==> config.mk <==
export PLATFORM = sky130hd
export DESIGN_NAME = hazard_stall_ctrl
export DESIGN_NICKNAME = d
export VERILOG_FILES = /design/src/rtl/hazard_stall_ctrl_pkg.sv /design/src/rtl/hazard_stall_ctrl_md_busy_timer.sv /design/src/rtl/hazard_stall_ctrl.sv
export SDC_FILE = /design/constraint.sdc
export NUM_CORES = 1
export LEC_CHECK = 0
export CAP_MARGIN = 10
export CORE_MARGIN = 3
export CORE_UTILIZATION = 35
export CTS_CLUSTER_DIAMETER = 50
export DETAILED_ROUTE_END_ITERATION = 12
export PLACE_DENSITY = 0.84
export SLEW_MARGIN = 20
export SYNTH_ARGS = -nofsm -noshare
export SYNTH_HDL_FRONTEND = slang
export SYNTH_SLANG_ARGS = --single-unit
==> constraint.sdc <==
create_clock -name clk -period 4.4 [get_ports clk]
set_input_delay 0.44 -clock clk [delete_from_list [all_inputs] [get_ports clk]]
set_output_delay 0.44 -clock clk [all_outputs]
set_load 0.01 [all_outputs]
==> src/rtl/hazard_stall_ctrl_pkg.sv <==
// Shared definitions for the hazard stall controller: register/timing
// field widths, Tuse/Tnew encodings, MULT/DIV latency defaults, the MD
// timer state type and the single-operand RAW hazard check.
// This package sits alongside the core's existing `define macros.
package hazard_stall_ctrl_pkg;

  localparam int unsigned REG_W    = 5;
  localparam int unsigned T_W      = 2;
  localparam int unsigned MD_CNT_W = 4;
  localparam int unsigned STAT_W   = 32;

  localparam logic [T_W-1:0]   TUSE_NONE = 2'd3;
  localparam logic [T_W-1:0]   TNEW_NOW  = 2'd0;
  localparam logic [REG_W-1:0] REG_ZERO  = 5'd0;

  localparam int unsigned MULT_CYCLES_DEF = 5;
  localparam int unsigned DIV_CYCLES_DEF  = 10;

  typedef enum logic {
    MD_IDLE = 1'b0,
    MD_BUSY = 1'b1
  } md_state_t;

  // Result producer in a later stage: destination register and cycles until ready.
  typedef struct packed {
    logic [REG_W-1:0] waddr;
    logic [T_W-1:0]   tnew;
  } wb_src_t;

  // A D-stage operand must stall when its producer is further away than the consumer.
  function automatic logic raw_hazard(input logic [REG_W-1:0] a,
                                      input logic [T_W-1:0]   tuse,
                                      input wb_src_t          src);
    return (a != REG_ZERO) && (a == src.waddr) && (tuse != TUSE_NONE) &&
           (src.tnew != TNEW_NOW) && (tuse < src.tnew);
  endfunction

endpackage

==> src/rtl/hazard_stall_ctrl_md_busy_timer.sv <==
// md_busy_timer: MULT/DIV busy window tracker.
// A start pulse loads the down counter with the operation latency (a start
// while busy restarts the window); md_busy is high while the count is nonzero.
// Ports:
//   clk, reset   clock and synchronous active-high reset
//   start        MULT/DIV start pulse from E
//   is_div       1 = DIV*, 0 = MULT*, qualifies start
//   md_busy      registered busy flag
module md_busy_timer
  import hazard_stall_ctrl_pkg::*;
#(
  parameter int unsigned MULT_CYCLES = MULT_CYCLES_DEF,
  parameter int unsigned DIV_CYCLES  = DIV_CYCLES_DEF
) (
  input  logic clk,
  input  logic reset,
  input  logic start,
  input  logic is_div,
  output logic md_busy
);

  localparam logic [MD_CNT_W-1:0] MULT_LOAD = MD_CNT_W'(MULT_CYCLES);
  localparam logic [MD_CNT_W-1:0] DIV_LOAD  = MD_CNT_W'(DIV_CYCLES);
  localparam logic [MD_CNT_W-1:0] CNT_ONE   = MD_CNT_W'(1);

  logic [MD_CNT_W-1:0] cnt;
  md_state_t           state;

  // State, counter and busy flag share one register process; busy mirrors (cnt != 0).
  always_ff @(posedge clk) begin
    if (reset) begin
      state   <= MD_IDLE;
      cnt     <= '0;
      md_busy <= 1'b0;
    end else begin
      case (state)
        MD_IDLE: begin
          if (start) begin
            state   <= MD_BUSY;
            cnt     <= is_div ? DIV_LOAD : MULT_LOAD;
            md_busy <= 1'b1;
          end
        end
        MD_BUSY: begin
          if (start) begin
            cnt     <= is_div ? DIV_LOAD : MULT_LOAD;
            md_busy <= 1'b1;
          end else if (cnt == CNT_ONE || cnt == '0) begin
            state   <= MD_IDLE;
            cnt     <= '0;
            md_busy <= 1'b0;
          end else begin
            cnt     <= cnt - CNT_ONE;
            md_busy <= 1'b1;
          end
        end
        default: begin
          state   <= MD_IDLE;
          cnt     <= '0;
          md_busy <= 1'b0;
        end
      endcase
    end
  end

endmodule

==> src/rtl/hazard_stall_ctrl.sv <==
// hazard_stall_ctrl: D-stage stall/flush controller for the 5-stage core.
// Detects Tuse/Tnew data hazards forwarding cannot resolve and MULT/DIV
// busy conflicts; stalls PC and IF/ID and bubbles ID/EX in the same cycle.
// Optional statistics counters are built only when HAZARD_STATS_EN is defined.
// Ports:
//   clk, reset                 clock and synchronous active-high reset
//   a1_d, a2_d, tuse_*_d       D-stage source registers and their Tuse
//   waddr_e/tnew_e, waddr_m/tnew_m  producers in E and M
//   md_use_d, md_start_e, md_is_div_e  MULT/DIV usage and start
//   en_pc, en_ifid, clr_idex   pipeline register controls
//   md_busy                    MULT/DIV busy flag
//   stall_cnt, md_stall_cnt    saturating stall statistics (0 when disabled)
module hazard_stall_ctrl
  import hazard_stall_ctrl_pkg::*;
#(
  parameter int unsigned MULT_CYCLES = MULT_CYCLES_DEF,
  parameter int unsigned DIV_CYCLES  = DIV_CYCLES_DEF
) (
  input  logic              clk,
  input  logic              reset,
  input  logic [REG_W-1:0]  a1_d,
  input  logic [REG_W-1:0]  a2_d,
  input  logic [T_W-1:0]    tuse_rs_d,
  input  logic [T_W-1:0]    tuse_rt_d,
  input  logic [REG_W-1:0]  waddr_e,
  input  logic [T_W-1:0]    tnew_e,
  input  logic [REG_W-1:0]  waddr_m,
  input  logic [T_W-1:0]    tnew_m,
  input  logic              md_use_d,
  input  logic              md_start_e,
  input  logic              md_is_div_e,
  output logic              en_pc,
  output logic              en_ifid,
  output logic              clr_idex,
  output logic              md_busy,
  output logic [STAT_W-1:0] stall_cnt,
  output logic [STAT_W-1:0] md_stall_cnt
);

  wb_src_t src_e;
  wb_src_t src_m;
  logic    data_stall;
  logic    md_stall;
  logic    stall;

  assign src_e = '{waddr: waddr_e, tnew: tnew_e};
  assign src_m = '{waddr: waddr_m, tnew: tnew_m};

  md_busy_timer #(
    .MULT_CYCLES (MULT_CYCLES),
    .DIV_CYCLES  (DIV_CYCLES)
  ) u_md_timer (
    .clk     (clk),
    .reset   (reset),
    .start   (md_start_e),
    .is_div  (md_is_div_e),
    .md_busy (md_busy)
  );

  // Hazard detection is purely combinational so the stall takes effect this cycle.
  always_comb begin
    data_stall = raw_hazard(a1_d, tuse_rs_d, src_e) |
                 raw_hazard(a1_d, tuse_rs_d, src_m) |
                 raw_hazard(a2_d, tuse_rt_d, src_e) |
                 raw_hazard(a2_d, tuse_rt_d, src_m);
    md_stall   = md_use_d & (md_busy | md_start_e);
    stall      = (data_stall | md_stall) & ~reset;
  end

  // Pipeline keeps flowing while in reset; the registers clear themselves.
  assign en_pc    = ~stall;
  assign en_ifid  = ~stall;
  assign clr_idex = stall;

`ifdef HAZARD_STATS_EN
  localparam logic [STAT_W-1:0] STAT_MAX = '1;
  localparam logic [STAT_W-1:0] STAT_ONE = STAT_W'(1);

  logic md_stall_q;

  assign md_stall_q = md_stall & ~reset;

  // Saturating counters: a simultaneous data+MD stall counts once in each.
  always_ff @(posedge clk) begin
    if (reset) begin
      stall_cnt    <= '0;
      md_stall_cnt <= '0;
    end else begin
      if (stall && stall_cnt != STAT_MAX) begin
        stall_cnt <= stall_cnt + STAT_ONE;
      end
      if (md_stall_q && md_stall_cnt != STAT_MAX) begin
        md_stall_cnt <= md_stall_cnt + STAT_ONE;
      end
    end
  end
`else
  assign stall_cnt    = '0;
  assign md_stall_cnt = '0;
`endif

endmodule

# Word level (Yosys, flattened, before mapping)
# Cells that the tools add are included.
# op_classes
n_addsub	1
magnitude_cmp	4
n_eq_ne	8
bitwise_logic	10
reduce_logical	22
mux	11
# ops
cell	n
== test 5 bit	4
logical AND 1 bit	16
two-way mux 4 bit	4
nonzero test 5 bit	2
less-than comparator 2 bit	4
case mux 4 bit (2 select lines)	1
!= test 2 bit, second input constant	3
OR 1 bit	5
== test 4 x 1 -> 1 bit, second input constant	1
zero test 4 bit	1
two-way mux 1 bit	4
case mux 1 bit (2 select lines)	2
nonzero test 2 bit	2
subtractor 4 x 1 -> 4 bit, second input constant	1
inverter 1 bit	3
bitwise AND 1 bit	2
logical OR 1 bit	1
# word_totals
reg_bits	6
elab_cells	59
output_inout_bits	68
input_bits	33

# Longest topological paths before layout
# logic_depth
word_depth	11
ltp_mapped	8

# Cells and area by module
# Synthesis repeated with hierarchy kept, for this count alone.
# hier_totals
cells_unflattened	160
area_unflattened_um2	1251.2
# by_module_without_submodules
module	seq_area_each_um2	n_inst	area_each_um2	cells_per_inst
hazard_stall_ctrl	0.0	1	907.1	122
md_busy_timer	120.1	1	344.1	38

# Worst setup path after synthesis
# No wires, ideal clock.
# synth_timing
path_type	input to output
start	input tnew_e[1]
end	output en_pc
arrival_ns	1.796
n_path_buf	1
slack_ns	2.164
path_stages	7
required_time_ns	3.960
cell_sequence	inv_1 ha_1 a2bb2oi_1 or4_1 a21oi_1 a211oi_1 buf_4
# synth_via
elab_chain_cells	9
# synth_rtl
item	line	text
start: declaration	hazard_stall_ctrl.sv:26	input logic [T_W-1:0] tnew_e,
parallel branches: the longest is 4 deep, another holds less-than comparator 2 bit	--	
OR 1 bit (*)	hazard_stall_ctrl.sv:63	raw_hazard(a1_d, tuse_rs_d, src_m) |
OR 1 bit (*)	hazard_stall_ctrl.sv:64	raw_hazard(a2_d, tuse_rt_d, src_e) |
OR 1 bit (*)	hazard_stall_ctrl.sv:67	stall = (data_stall | md_stall) & ~reset;
bitwise AND 1 bit (*)	hazard_stall_ctrl.sv:67	
inverter 1 bit (*)	--	
end: declaration	hazard_stall_ctrl.sv:32	output logic en_pc,
# Mark *: on every way between the ends.

# Worst setup path after layout
# layout_timing
start	input tnew_e[1]
end	output clr_idex
# layout_via
elab_chain_cells	8
# layout_rtl
item	line	text
parallel branches: the longest is 4 deep, another holds less-than comparator 2 bit	--	
OR 1 bit (*)	hazard_stall_ctrl.sv:63	
OR 1 bit (*)	hazard_stall_ctrl.sv:64	
OR 1 bit (*)	hazard_stall_ctrl.sv:67	
bitwise AND 1 bit (*)	hazard_stall_ctrl.sv:67	
end: declaration	hazard_stall_ctrl.sv:34	output logic clr_idex,
# Marks and branches as above.

==> key figures <==
Floorplan
  – Die Footprint: around 4200 sq um
  – Io pins: ~100
  – Standard-cell rows: 20
  – Core Region: 3178 sq um
  – Initial Util: 38.03%
  – Die W: 64.77 microns
  – Die span in y: ~65 microns

Synth
  – Avg Cell Area, Syn: 7.748 sq um
  – Synth warn: 0
  – Synth top area share: 40.37%
  – Sequential area share after synthesis: 9.938%
  – Synth cell types: 33
  – Cell taking the most area after synthesis: buf_4
  – Area contributors post-synth: buf_4, xnor2_1, dfxtp_1
  – Gate count of the mapped netlist: 156
  – Synthesized area: 1209 sq um
  – Flops & latches, synth: 6

Clock network
  – Hold Buf Count CTS: 0
  – Clock sink count: 6
  – Resized cells post-CTS: 0
  – Num CTS Buffers: 3
  – Clock Pin Slew Worst Setup and Hold Paths: 0.04 ns
  – Clk Latency, worst-skew pair: about 0.25 ns
  – Setup Fix Bufs, Post-CTS: 0
  – CTS tree: done
  – Clock Path Buffers: 2
  – Root Driver: clkbuf_4
  – Max H-tree Level: 1

Timing
  – RSZ-0062 raised after global routing: no
  – Number of setup violations in the final report: 0
  – Clock Skews: 0.003369 ns
  – Final hold vios: 0
  – Post-route minimum period: 3.148 ns
  – Max-slew violations: 0
  – Setup TNS: 0 ns
  – Peak Freq: 317.7 MHz
  – Tcrit/Tclk final: 71.55%

Power
  – Internal power: 0.1478 mW
  – Static Leak: 0.6422 nW
  – Switching Fraction: 37.95%
  – Sequential power share: 26.9%
  – Total power per unit cell area: between 150 and 200 nW/um^2
  – Combinational share of power: 52.0%
  – Net Switching: 0.09040 mW
  – Clk pwr share: 21.2%
  – Peak VDD IR: between 0.00005 and 0.00006 V

Route
  – DRC errors left: 0
  – DRT Pass-1 Iters: 6
  – Routed len/inst: 10.18 microns
  – Vias/cell: 4.064
  – First DRT Iteration DRCs: 38
  – Total routed wirelength: 2.402 mm
  – Post-route ant nets: 0
  – Via count: 959

Finish
  – Multi-input logic area: 810.8 sq um
  – Area grow syn2layout: 15.11%
  – Final Instance Area: around 1400 sq um
  – Fraction of layout cells with a size suffix above 1: 2.604%
  – # fillers: 340
  – Post-layout net count: 234
  – # diodes: 0
  – Reg area: 120.1 sq um

Setup path
  – CP endpoint kind: output port
  – Slowest CP cell: clkdlybuf4s50_1
  – Critical Path Source: tnew_e[1]
  – FF-to-FF Start: u_md_timer.cnt[0]$_SDFFE_PP0P_
  – Critical Path AT: 2.71 ns
  – CP Launch Type: primary input
  – Slowest cell delay on critical path: 0.52 ns
  – CP required: 3.96 ns
  – Top cell by count, worst path: clkdlybuf4s50_1
  – Worst-path cell chain: clkdlybuf4s50_1 > inv_1 > ha_1 > a2bb2oi_1 > or4_1 > a21oi_1 > a211o_1 > clkdlybuf4s50_1
  – Critical path fanouts, max: 4
  – Crit Path Class: primary input to output port

Global routing
  – Vias in the first global route: 843
  – Initial antenna violation count: 0
  – GRT overflow: 0
  – Global Route Usage Sum: 10.57%
  – Pin count of the biggest net entering global routing: 10
  – Wire length of the first global-routing pass: 3.491 mm

Run
  – Max-Cap Viols: 0

Placement
  – Port Buffers: 36
  – GPL Wtd Cong: 0.8432
  – Post-DP HPWL: 2.200 mm
  – Placed inst area: 1369 sq um

Status
  – Status: complete, no violations

Hold path
  – Startpoint of the worst hold path: u_md_timer.md_busy$_SDFFE_PP0P_
  – Min-Delay Path Class: flop to flop
## routing by layer
layer  GRT usage (%)  routed length [microns]  share of wire [%]  vias to the layer above
li1                -                        -                  -                      471
met1           10.09                      808                 34                      417
met2           20.43                     1276                 53                       62
met3           3.120                      259                 11                        9
met4           4.749                       57                2.4                        0
met5               0                        0                  0                        -
## power groups by stage
stage,Combinational [mW],Sequential (mW),Clock (mW)
after floorplan,0.114,0.0641,0
after global placement,0.121,0.0646,0
after detailed placement,0.123,0.0648,0
after CTS,0.124,0.0639,0.0537
after global routing,0.137,0.0646,0.0578
final,0.124,0.0640,0.0504
## layout by cell type (no fill, tap or decap), drive strengths merged, types with 3 or more instances in the layout
master,n
nor3,4
nand4,4
dfxtp,6
inv,6
clkdlybuf4s50,36
a21oi,6
conb,64
xor2,4
ha,7
clkbuf,3
nor2,10
xnor2,16
## cell type report
cell class                 instances  share of cell area (%)
sequential                         6                   8.633
inverter                           6                   1.619
tap                               44                   3.957
timing repair buffer              36                   25.90
clock buffer                       3                   1.619
multi-input combinational        141                   58.27
## through the flow
stage | hold slack [ns] | util, % | std cells | setup WS (ns) | power [mW]
3_3_place_gp | 0.4750 | 43.07 | 233 | 1.266 | 0.1853
5_1_grt | 0.5178 | 43.78 | 236 | 1.145 | 0.2589
4_1_cts | 0.4961 | 43.78 | 236 | 1.237 | 0.2412
3_5_place_dp | 0.4897 | 43.07 | 233 | 1.241 | 0.1881
2_1_floorplan | 0.5060 | - | 219 | 2.164 | 0.1785
6_report | 0.4936 | 43.78 | 236 | 1.252 | 0.2382
## registers in the layout, indices dropped and copies added (netlist names)
name,flops
u_md_timer.md_busy,1
u_md_timer.cnt,4
u_md_timer.state,1
## worst max-delay path: cells and delay by family
kind / cells / cell delay, ns
buf+inv: 3 / 1.07
simple gates: 1 / 0.46
fa+ha+maj: 1 / 0.30
compound gates: 3 / 0.44
## synth_stat cells, drive strengths merged
cell	n
o221a	1
xnor2	16
inv	6
xor2	4
a2bb2oi	1
or4	2
a211o	1
o22ai	1
nand2	2
a221oi	2
a21oi	6
o31ai	1
nand2b	1
a21o	1
o21ai	2
nor3	4
nor4	2
conb	1
dfxtp	6
a211oi	2
mux2i	1
nand4	4
o211ai	2
a31oi	1
clkbuf	1
nor2	10
buf	65
o31a	1
nor3b	1
ha	7
o21bai	1
## cell families after synthesis
family                     count (synthesis)  synth area share [%]
DFF                                        6                 9.938
other                                      1                0.3103
adders and majority gates                  7                 7.246
muxes                                      1                0.8282
buffers and inverters                     72                 42.55
xor gates and xnor gates                  20                 14.49
AOI/OAI and AO/OA                         23                 13.25
and+or+nand+nor                           26                 11.39
## path summary, 6_finish.rpt
kind,end,slack (ns),cells after the start
worst min register to register,u_md_timer.md_busy$_SDFFE_PP0P_,0.49,2
worst max register to register,u_md_timer.cnt[3]$_SDFFE_PP0P_,3.00,6
worst min-delay path,u_md_timer.md_busy$_SDFFE_PP0P_,0.49,2
worst max-delay path,clr_idex,1.25,8
Note: power is estimated with default switching activity, not from simulation.
